===== src/rtl/sseg_scan_capture_if.sv =====
// Bundle of the multiplexed seven-segment pins and the captured display data.
// The master side drives the scanned pins; the slave side is the capture block.
interface sseg_scan_capture_if;
   logic [7:0]  sseg;
   logic [5:0]  en;
   logic [23:0] digit_val;
   logic [5:0]  digit_vld;
   logic [5:0]  dp;
   logic        frame_strobe;
   logic        code_err;
   logic        en_err;
   logic        stale;

   modport master (
      output sseg, en,
      input  digit_val, digit_vld, dp, frame_strobe, code_err, en_err, stale
   );

   modport slave (
      input  sseg, en,
      output digit_val, digit_vld, dp, frame_strobe, code_err, en_err, stale
   );
endinterface


===== src/rtl/sseg_scan_capture.sv =====
// Sniffs a scanned 6-digit, active-low seven-segment display and rebuilds the
// displayed BCD digits and decimal points.  The pin word is synchronized,
// must sit unchanged for STABLE_CYCLES samples, and is then decoded exactly
// once into the digit selected by the single low enable.
module sseg_scan_capture #(
   parameter int STABLE_CYCLES  = 16,
   parameter int TIMEOUT_CYCLES = 1000000
) (
   input logic              clk,
   input logic              rst,
   sseg_scan_capture_if.slave bus
);

   typedef enum logic [1:0] {IDLE, SETTLE, HOLD} state_t;

   // The evaluation fires on the edge where the stability count would
   // reach STABLE_CYCLES-1, so the register is compared one count early.
   localparam logic [7:0]  EVAL_CNT    = 8'(STABLE_CYCLES - 2);
   localparam logic [23:0] TIMEOUT_VAL = 24'(TIMEOUT_CYCLES);

   logic [13:0] sync1_reg, sync2_reg;
   logic [13:0] w;
   logic [13:0] w_prev_reg;
   logic [5:0]  w_en;
   logic [7:0]  w_seg;

   state_t      state_reg, state_next;
   logic [7:0]  cnt_reg, cnt_next;
   logic        w_change;
   logic        eval;

   logic [5:0]  en_low;
   logic        en_any, en_multi, en_onehot;
   logic [3:0]  dec_val;
   logic        dec_legal;
   logic        capture, bad_code, bad_en;

   logic [23:0] digit_val_reg;
   logic [5:0]  digit_vld_reg;
   logic [5:0]  dp_reg;
   logic [5:0]  seen_reg;
   logic        frame_strobe_reg;
   logic        code_err_reg;
   logic        en_err_reg;
   logic        stale_reg;
   logic [23:0] tcnt_reg;
   logic        frame_due;
   logic        timeout_hit;
   logic [5:0]  seen_base;

   assign w     = sync2_reg;
   assign w_en  = w[13:8];
   assign w_seg = w[7:0];

   // Two-flop synchronizer for the asynchronous pin word {en, sseg}.
   always_ff @(posedge clk) begin
      if (rst) begin
         sync1_reg <= '1;
         sync2_reg <= '1;
      end else begin
         sync1_reg <= {bus.en, bus.sseg};
         sync2_reg <= sync1_reg;
      end
   end

   // Settle FSM state, stability counter and previous-cycle copy of W.
   always_ff @(posedge clk) begin
      if (rst) begin
         state_reg  <= IDLE;
         cnt_reg    <= '0;
         w_prev_reg <= '1;
      end else begin
         state_reg  <= state_next;
         cnt_reg    <= cnt_next;
         w_prev_reg <= w;
      end
   end

   // Next-state logic: any change restarts settling; a full settle interval
   // evaluates once and parks in HOLD (or IDLE) until W changes again.
   always_comb begin
      state_next = state_reg;
      cnt_next   = cnt_reg;
      eval       = 1'b0;
      w_change   = (w != w_prev_reg);
      if (w_change) begin
         state_next = SETTLE;
         cnt_next   = '0;
      end else begin
         case (state_reg)
            SETTLE: begin
               if (cnt_reg == EVAL_CNT) begin
                  eval       = 1'b1;
                  state_next = en_onehot ? HOLD : IDLE;
               end else begin
                  cnt_next = cnt_reg + 8'd1;
               end
            end
            IDLE:    state_next = IDLE;
            HOLD:    state_next = HOLD;
            default: state_next = IDLE;
         endcase
      end
   end

   // Classify the enable pattern: none, exactly one, or several digits low.
   always_comb begin
      en_low    = ~w_en;
      en_any    = |en_low;
      en_multi  = |(en_low & (en_low - 6'd1));
      en_onehot = en_any & ~en_multi;
   end

   // Active-low segment pattern to BCD; anything outside the table is illegal.
   always_comb begin
      dec_val   = 4'hF;
      dec_legal = 1'b1;
      case (w_seg[6:0])
         7'b1000000: dec_val = 4'd0;
         7'b1111001: dec_val = 4'd1;
         7'b0100100: dec_val = 4'd2;
         7'b0110000: dec_val = 4'd3;
         7'b0011001: dec_val = 4'd4;
         7'b0010010: dec_val = 4'd5;
         7'b0000010: dec_val = 4'd6;
         7'b1111000: dec_val = 4'd7;
         7'b0000000: dec_val = 4'd8;
         7'b0010000: dec_val = 4'd9;
         7'b1111111: dec_val = 4'hF;
         default:    dec_legal = 1'b0;
      endcase
   end

   // Evaluation outcomes and frame/timeout bookkeeping terms.
   always_comb begin
      capture     = eval & en_onehot & dec_legal;
      bad_code    = eval & en_onehot & ~dec_legal;
      bad_en      = eval & en_multi;
      frame_due   = (seen_reg == 6'h3F);
      seen_base   = frame_due ? 6'h00 : seen_reg;
      timeout_hit = ~capture & (tcnt_reg != TIMEOUT_VAL)
                    & (tcnt_reg == TIMEOUT_VAL - 24'd1);
   end

   // Per-digit captured value, valid flag and decimal point.
   always_ff @(posedge clk) begin
      if (rst) begin
         digit_val_reg <= 24'hFFFFFF;
         digit_vld_reg <= '0;
         dp_reg        <= '0;
      end else begin
         for (int i = 0; i < 6; i++) begin
            if (capture && en_low[i]) begin
               digit_val_reg[i*4 +: 4] <= dec_val;
               digit_vld_reg[i]        <= 1'b1;
               dp_reg[i]               <= ~w_seg[7];
            end else if (bad_code && en_low[i]) begin
               digit_vld_reg[i] <= 1'b0;
            end else if (timeout_hit) begin
               digit_vld_reg[i] <= 1'b0;
            end
         end
      end
   end

   // Frame tracking, error pulses and the staleness timeout.
   always_ff @(posedge clk) begin
      if (rst) begin
         seen_reg         <= '0;
         frame_strobe_reg <= 1'b0;
         code_err_reg     <= 1'b0;
         en_err_reg       <= 1'b0;
         stale_reg        <= 1'b0;
         tcnt_reg         <= '0;
      end else begin
         frame_strobe_reg <= frame_due;
         code_err_reg     <= bad_code;
         en_err_reg       <= bad_en;
         if (timeout_hit) begin
            seen_reg <= '0;
         end else begin
            seen_reg <= seen_base | (capture ? en_low : 6'h00);
         end
         if (capture) begin
            tcnt_reg  <= '0;
            stale_reg <= 1'b0;
         end else if (tcnt_reg != TIMEOUT_VAL) begin
            tcnt_reg <= tcnt_reg + 24'd1;
            if (timeout_hit) begin
               stale_reg <= 1'b1;
            end
         end
      end
   end

   assign bus.digit_val    = digit_val_reg;
   assign bus.digit_vld    = digit_vld_reg;
   assign bus.dp           = dp_reg;
   assign bus.frame_strobe = frame_strobe_reg;
   assign bus.code_err     = code_err_reg;
   assign bus.en_err       = en_err_reg;
   assign bus.stale        = stale_reg;

endmodule


===== src/flat_wrapper.sv =====
// flat-port wrapper written by rule: the top's interface ports become plain ports
module sseg_scan_capture_flat 
#(
   parameter int STABLE_CYCLES  = 16,
   parameter int TIMEOUT_CYCLES = 1000000
)
  (clk, rst, bus_sseg, bus_en, bus_digit_val, bus_digit_vld, bus_dp, bus_frame_strobe, bus_code_err, bus_en_err, bus_stale);
  sseg_scan_capture_if bus_i ();
  input logic clk;
  input logic rst;
  input wire logic [$bits(bus_i.sseg)-1:0] bus_sseg;
  input wire logic [$bits(bus_i.en)-1:0] bus_en;
  output wire logic [$bits(bus_i.digit_val)-1:0] bus_digit_val;
  output wire logic [$bits(bus_i.digit_vld)-1:0] bus_digit_vld;
  output wire logic [$bits(bus_i.dp)-1:0] bus_dp;
  output wire logic [$bits(bus_i.frame_strobe)-1:0] bus_frame_strobe;
  output wire logic [$bits(bus_i.code_err)-1:0] bus_code_err;
  output wire logic [$bits(bus_i.en_err)-1:0] bus_en_err;
  output wire logic [$bits(bus_i.stale)-1:0] bus_stale;
  assign bus_i.sseg = bus_sseg;
  assign bus_i.en = bus_en;
  assign bus_digit_val = bus_i.digit_val;
  assign bus_digit_vld = bus_i.digit_vld;
  assign bus_dp = bus_i.dp;
  assign bus_frame_strobe = bus_i.frame_strobe;
  assign bus_code_err = bus_i.code_err;
  assign bus_en_err = bus_i.en_err;
  assign bus_stale = bus_i.stale;
  sseg_scan_capture #(.STABLE_CYCLES(STABLE_CYCLES), .TIMEOUT_CYCLES(TIMEOUT_CYCLES)) u_core (.clk(clk), .rst(rst), .bus(bus_i));
endmodule

===== config.mk =====
export PLATFORM = sky130hd
export DESIGN_NAME = sseg_scan_capture_flat
export DESIGN_NICKNAME = d
export VERILOG_FILES = /design/src/rtl/sseg_scan_capture_if.sv /design/src/rtl/sseg_scan_capture.sv /design/src/flat_wrapper.sv
export SDC_FILE = /design/constraint.sdc
export NUM_CORES = 1
export LEC_CHECK = 0
export ABC_AREA = 1
export CORE_UTILIZATION = 53
export CTS_BUF_LIST = sky130_fd_sc_hd__clkbuf_8
export DETAILED_ROUTE_END_ITERATION = 12
export PLACE_DENSITY_LB_ADDON = 0.3
export SYNTH_ARGS = -nofsm -noshare
export SYNTH_HDL_FRONTEND = slang
export SYNTH_SLANG_ARGS = --single-unit
export TNS_END_PERCENT = 5

===== constraint.sdc =====
create_clock -name clk -period 1.8 [get_ports clk]
set_input_delay 0.27 -clock clk [delete_from_list [all_inputs] [get_ports clk]]
set_output_delay 0.27 -clock clk [all_outputs]
set_load 0.01 [all_outputs]

Word level (Yosys, flattened, before mapping)
Cells that the tools add are included.
Widths: inputs -> output; s select.
- flip-flop bits (word level): 122
- logic and storage cells: 118
- add/subtract/negate cells: 3
- eq/ne operators: 19
- multiplexer cells: 24
- bitwise operators: 15
- reductions and logical operators: 27
- operator list (kind ; number):
    $pmux 4 s10 ; 1
    $eq 7x7->1 const B ; 4
    $add 24x1->24 const B ; 1
    $eq 24x20->1 const B ; 1
    $ne 24x20->1 const B ; 1
    $eq 7x5->1 const B ; 3
    $mux 1 ; 18
    $reduce_bool 3->1 ; 6
    $eq 7x6->1 const B ; 2
    $ne 14x14->1 ; 1
    $logic_and 1x1->1 ; 12
    $mux 6 ; 2
    $reduce_or 6->1 ; 2
    $reduce_or 11->1 ; 1
    $add 8x1->8 const B ; 1
    $eq 8x4->1 const B ; 1
    $and 1x1->1 ; 7
    $eq 7x2->1 const B ; 1
    $logic_not 7->1 ; 1
    $and 6x6->6 ; 1
    $eq 6x6->1 const B ; 1
    $not 6->6 ; 1
    $or 6x6->6 ; 1
    $reduce_or 2->1 ; 3
    other kinds (9) ; 15

Logic depth before layout (Yosys ltp)
- word-level depth: 14
- depth in mapped cells: 14
- depth with buffers taken out: 13

Worst setup path after synthesis
No wires, ideal clock.
- path kind: flip-flop to flip-flop
- start point: register u_core.cnt_reg[0]
- end point: register u_core.digit_val_reg[15], in the netlist u_core.bus.digit_val[15]
- setup time: 129 ps
- arrival time: 1536 ps
- setup slack: 134 ps
- cell stages (with the launch flop): 11
- path buffers: 1
- period minus slack after synthesis: 1666 ps
- cell sequence: dfxtp_1 > inv_1 > ha_1 > nand3_1 > nor3_2 > nand4_1 > nor2_4 > buf_6 > nand3_4 > nand2_1 > nand3_1
- cells in the longest elaborated chain, start to end: 7
- ends and longest elaborated chain (element ; RTL line ; text):
    start, declared ; sseg_scan_capture.sv:28 ; logic [7:0] cnt_reg, cnt_next;
    start signal, assigned ; sseg_scan_capture.sv:74 ; cnt_reg <= cnt_next;
    $eq 8x4->1 ; sseg_scan_capture.sv:92 ; if (cnt_reg == EVAL_CNT) begin
    $mux 1 ; sseg_scan_capture.sv:92 ;
    $mux 1 ; sseg_scan_capture.sv:90 ; case (state_reg)
    $mux 1 ; sseg_scan_capture.sv:86 ; if (w_change) begin
    $and 1x1->1 (2 in series) ; sseg_scan_capture.sv:136 ; capture = eval & en_onehot & dec_legal;
    $logic_and 1x1->1 ; sseg_scan_capture.sv:153 ; if (capture && en_low[i]) begin
    end signal, assigned by index ; sseg_scan_capture.sv:154 ; digit_val_reg[i*4 +: 4] <= dec_val;
    end, declared ; sseg_scan_capture.sv:38 ; logic [23:0] digit_val_reg;
No other way between the ends.
A chain may end at the register's enable or synchronous reset.

Worst setup path in the final report
- start point: register u_core.sync2_reg[9]
- end point: register u_core.digit_val_reg[15], in the netlist u_core.bus.digit_val[15]
- cells in the longest elaborated chain, start to end: 9
- elaborated cells between the ends (all ways): 12
- ends and longest elaborated chain (element ; RTL line ; text):
    start, declared ; sseg_scan_capture.sv:21 ; logic [13:0] sync1_reg, sync2_reg;
    start signal, assigned ; sseg_scan_capture.sv:62 ; sync2_reg <= sync1_reg;
    $not 6->6 ; sseg_scan_capture.sv:108 ; en_low = ~w_en;
    $sub 6x1->6 ; sseg_scan_capture.sv:110 ; en_multi = |(en_low & (en_low - 6'd1));
    $and 6x6->6 ; sseg_scan_capture.sv:110 ;
    $reduce_or 6->1 ; sseg_scan_capture.sv:110 ;
    $not 1->1 ; sseg_scan_capture.sv:111 ; en_onehot = en_any & ~en_multi;
    $and 1x1->1 ; sseg_scan_capture.sv:111 ;
    $and 1x1->1 (*) (2 in series) ; sseg_scan_capture.sv:136 ;
    $logic_and 1x1->1 (*) ; sseg_scan_capture.sv:153 ;
Every way passes the cells marked *; elsewhere a longest branch is shown, timed or not.

==> flow_metrics.tcl <==
set metrics [dict create \
    grt_pass1_wl_um 21780 \
    regToRegSetupSlack_ns 0.03 \
    drc 0 \
    vdd_drop_max_v 0.0004892 \
    crit_type "register to register" \
    placed_area_um2 6472 \
    drtIter0Drc 221 \
    maxCapViolations 0 \
    status "finished, final reports clean" \
    area_growth_pct 31.04 \
    hold_path.class "input pin to register" \
    min_from "bus_en[1]" \
    fin_skew_ns 0.01148 \
    total_power_mw 5.777 \
    vias 5165 \
    p_leak_nw 3.448 \
    syn_area_per_cell_um2 7.075 \
    antenna_found_initial 0 \
    insertion_delay_ns 0.43 \
    wl_per_cell_um 12.71 \
    ys_seq_area_frac 0.4397 \
    ant_nets 0 \
    cts_buffer_depth 2 \
    fin_cells 1038 \
    reg2reg_to "u_core.bus.digit_val[15]" \
    rsz0062_at_grt "true" \
    wl_met1_um 5539 \
    reg2reg_depth 11 \
    cts-root-buf "clkbuf_8" \
    drv_slew 0 \
    nFillCells 784 \
    fin_crit_ns 1.775 \
    ys_types 32 \
    io_pins 56 \
    finalInstanceArea_um2 7278 \
    place.gp.congestion 0.8633 \
    wl_met3_um 742 \
    setup_ws_ns 0.02538 \
    grt-ovfl-total 0 \
    hold_depth 2 \
    drive_gt1_frac 0.2528 \
    antennaDiodeCount 0 \
    cp-end-kind "register" \
    io_buffer_count 55 \
    cts_tree "built" \
    hold_viol 0 \
    timing.slew.headroom 0.7274 \
    die_y_um 104.4 \
    setup_tns_ns 0 \
    drt-vias-per-instance 4.976 \
    cts_hold_buf 0 \
    h-tree-depth 4 \
    worstSetupStartpoint "u_core.sync2_reg[9]" \
    pre_cts_ws_ns -0.1867 \
    grt_pass1_vias 4912 \
    path_clk_slew_ns 0.07 \
    worstSetupStartpointType "register" \
    worstPathMaxFanout 4 \
    ys_ff_latch 122 \
    firstDrtPassIters 5 \
    dp_hpwl_um 9018 \
    die_w_um 104.4 \
    p_per_area_nw_per_um2 793.7 \
    core-area_um2 10230 \
    cts_sinks 122 \
    syn_area_um2 5554 \
    place_inst 994 \
    multi_input_area_um2 2783 \
    yosys_warnings 0 \
    final_util 0.7114 \
    wl_met2_um 6607 \
    track_usage 0.2475 \
    critPathArrivalTime_ns 2.08 \
    fmax_ghz 0.5635 \
    totalWireLength_um 13200 \
    worstPathRequired_ns 2.11 \
    initial_core_util 0.5429 \
    hold_slack_ns 0.3920 \
    syn_nets 807 \
    min_to "u_core.sync1_reg[9]" \
    post-route-period-util 0.9859 \
    register_area_um2 2481 \
    std_cell_rows 37 \
    die_area_um2 10890 \
    tightest_slew_ns 0.4051 \
    r2r-start "u_core.sync2_reg[9]" \
    nets 911 \
    setup_viol 0 \
    grt_max_degree 50 \
    cts_buffers 17 \
    top_layer "met4" \
    synthCells 785 \
]
==> worst max-delay path, cell delays in order, from the launching register on <==
cell,delay (ns)
dfxtp_2,0.36
nand2_1,0.10
nor2_2,0.14
nand2_1,0.06
nand2_1,0.11
nand4_1,0.15
nor2_4,0.24
buf_6,0.13
buf_6,0.11
nand3_4,0.08
nand2_2,0.07
nand3_1,0.07
==> cell usage in the layout, fill, tap and decap left out, drive strengths merged <==
| master | netlist | routed |
|---|---|---|
| nor4 | 3 | 3 |
| dfxtp | 122 | 122 |
| o31ai | 1 | 1 |
| inv | 117 | 119 |
| clkinv | 0 | 6 |
| nand2 | 251 | 251 |
| nand4 | 14 | 14 |
| clkinvlp | 0 | 3 |
| a21oi | 18 | 18 |
| nand3 | 57 | 57 |
| ha | 6 | 6 |
| clkbuf | 8 | 18 |
| nor3 | 15 | 15 |
| bufinv | 0 | 3 |
| o21a | 1 | 1 |
| xnor2 | 5 | 5 |
| a21boi | 1 | 1 |
| nor2 | 108 | 108 |
| o21bai | 1 | 1 |
| clkdlybuf4s50 | 0 | 55 |
| xor2 | 10 | 10 |
| o21ai | 8 | 8 |
| or2 | 32 | 32 |
| buf | 7 | 45 |
==> cells by family after synthesis <==
logic type	share of synthesized area
buffers and inverters	0.09484
DFF	0.4397
and+or+nand+nor	0.3920
AOI/OAI and AO/OA	0.03627
xor gates and xnor gates	0.02365
adders and majority gates	0.01352
==> area by class of cell <==
| class | count | share of cell area |
|---|---|---|
| clock buffers | 18 | 0.03404 |
| clock inverters | 14 | 0.02355 |
| inverters | 117 | 0.06034 |
| multi-input cells | 531 | 0.3823 |
| flip-flops and latches | 122 | 0.3409 |
| well taps | 136 | 0.02338 |
| repair buffers | 100 | 0.1355 |
==> cells in the mapped netlist (all sizes together) <==
library cell    n  area share
o31ai           1      0.0014
dfxtp         122        0.44
xnor2           5      0.0079
nor2          108       0.085
nand3          57       0.063
o21a            1      0.0014
nand4          14       0.016
nand2         251        0.17
clkbuf          8      0.0054
or2            32       0.036
buf             7       0.010
a21oi          18       0.022
ha              6       0.014
o21ai           8      0.0092
inv           117       0.079
o21bai          1      0.0014
xor2           10       0.016
nor3           15       0.014
a21boi          1      0.0014
nor4            3      0.0034
==> what timing repair did <==
item                                    4_1_cts  5_1_grt
gates resized for setup                      31       63
gates cloned                                  1        0
pin swaps                                     6       14
buffers inserted                              5        6
endpoints found under the setup margin       67       77
==> report_power, final <==
group	switching [mW]	internal, mW	leakage (nW)
registers	0.0342	2.74	0.993
clock network	1.17	1.41	0.205
logic	0.243	0.179	2.25
==> worst max-delay path by stage <==
stage | to | slack (ns) | cells past startpoint
finish | u_core.bus.digit_val[15] | 0.03 | 11
global route | u_core.bus.digit_val[15] | -0.08 | 11
CTS | u_core.tcnt_reg[6] | -0.009 | 10
detailed placement | u_core.bus.digit_val[19] | -0.19 | 8
floorplan | u_core.bus.digit_val[15] | 0.13 | 10
global placement | u_core.bus.digit_val[19] | -0.13 | 8
==> per-layer routing <==
metal,vias to the layer above,global-route usage
li1,2604,-
met1,2351,0.2929
met2,174,0.4177
met3,36,0.06078
met4,0,0.1204
met5,-,0
No activity file was read; power rests on OpenSTA's default activity.
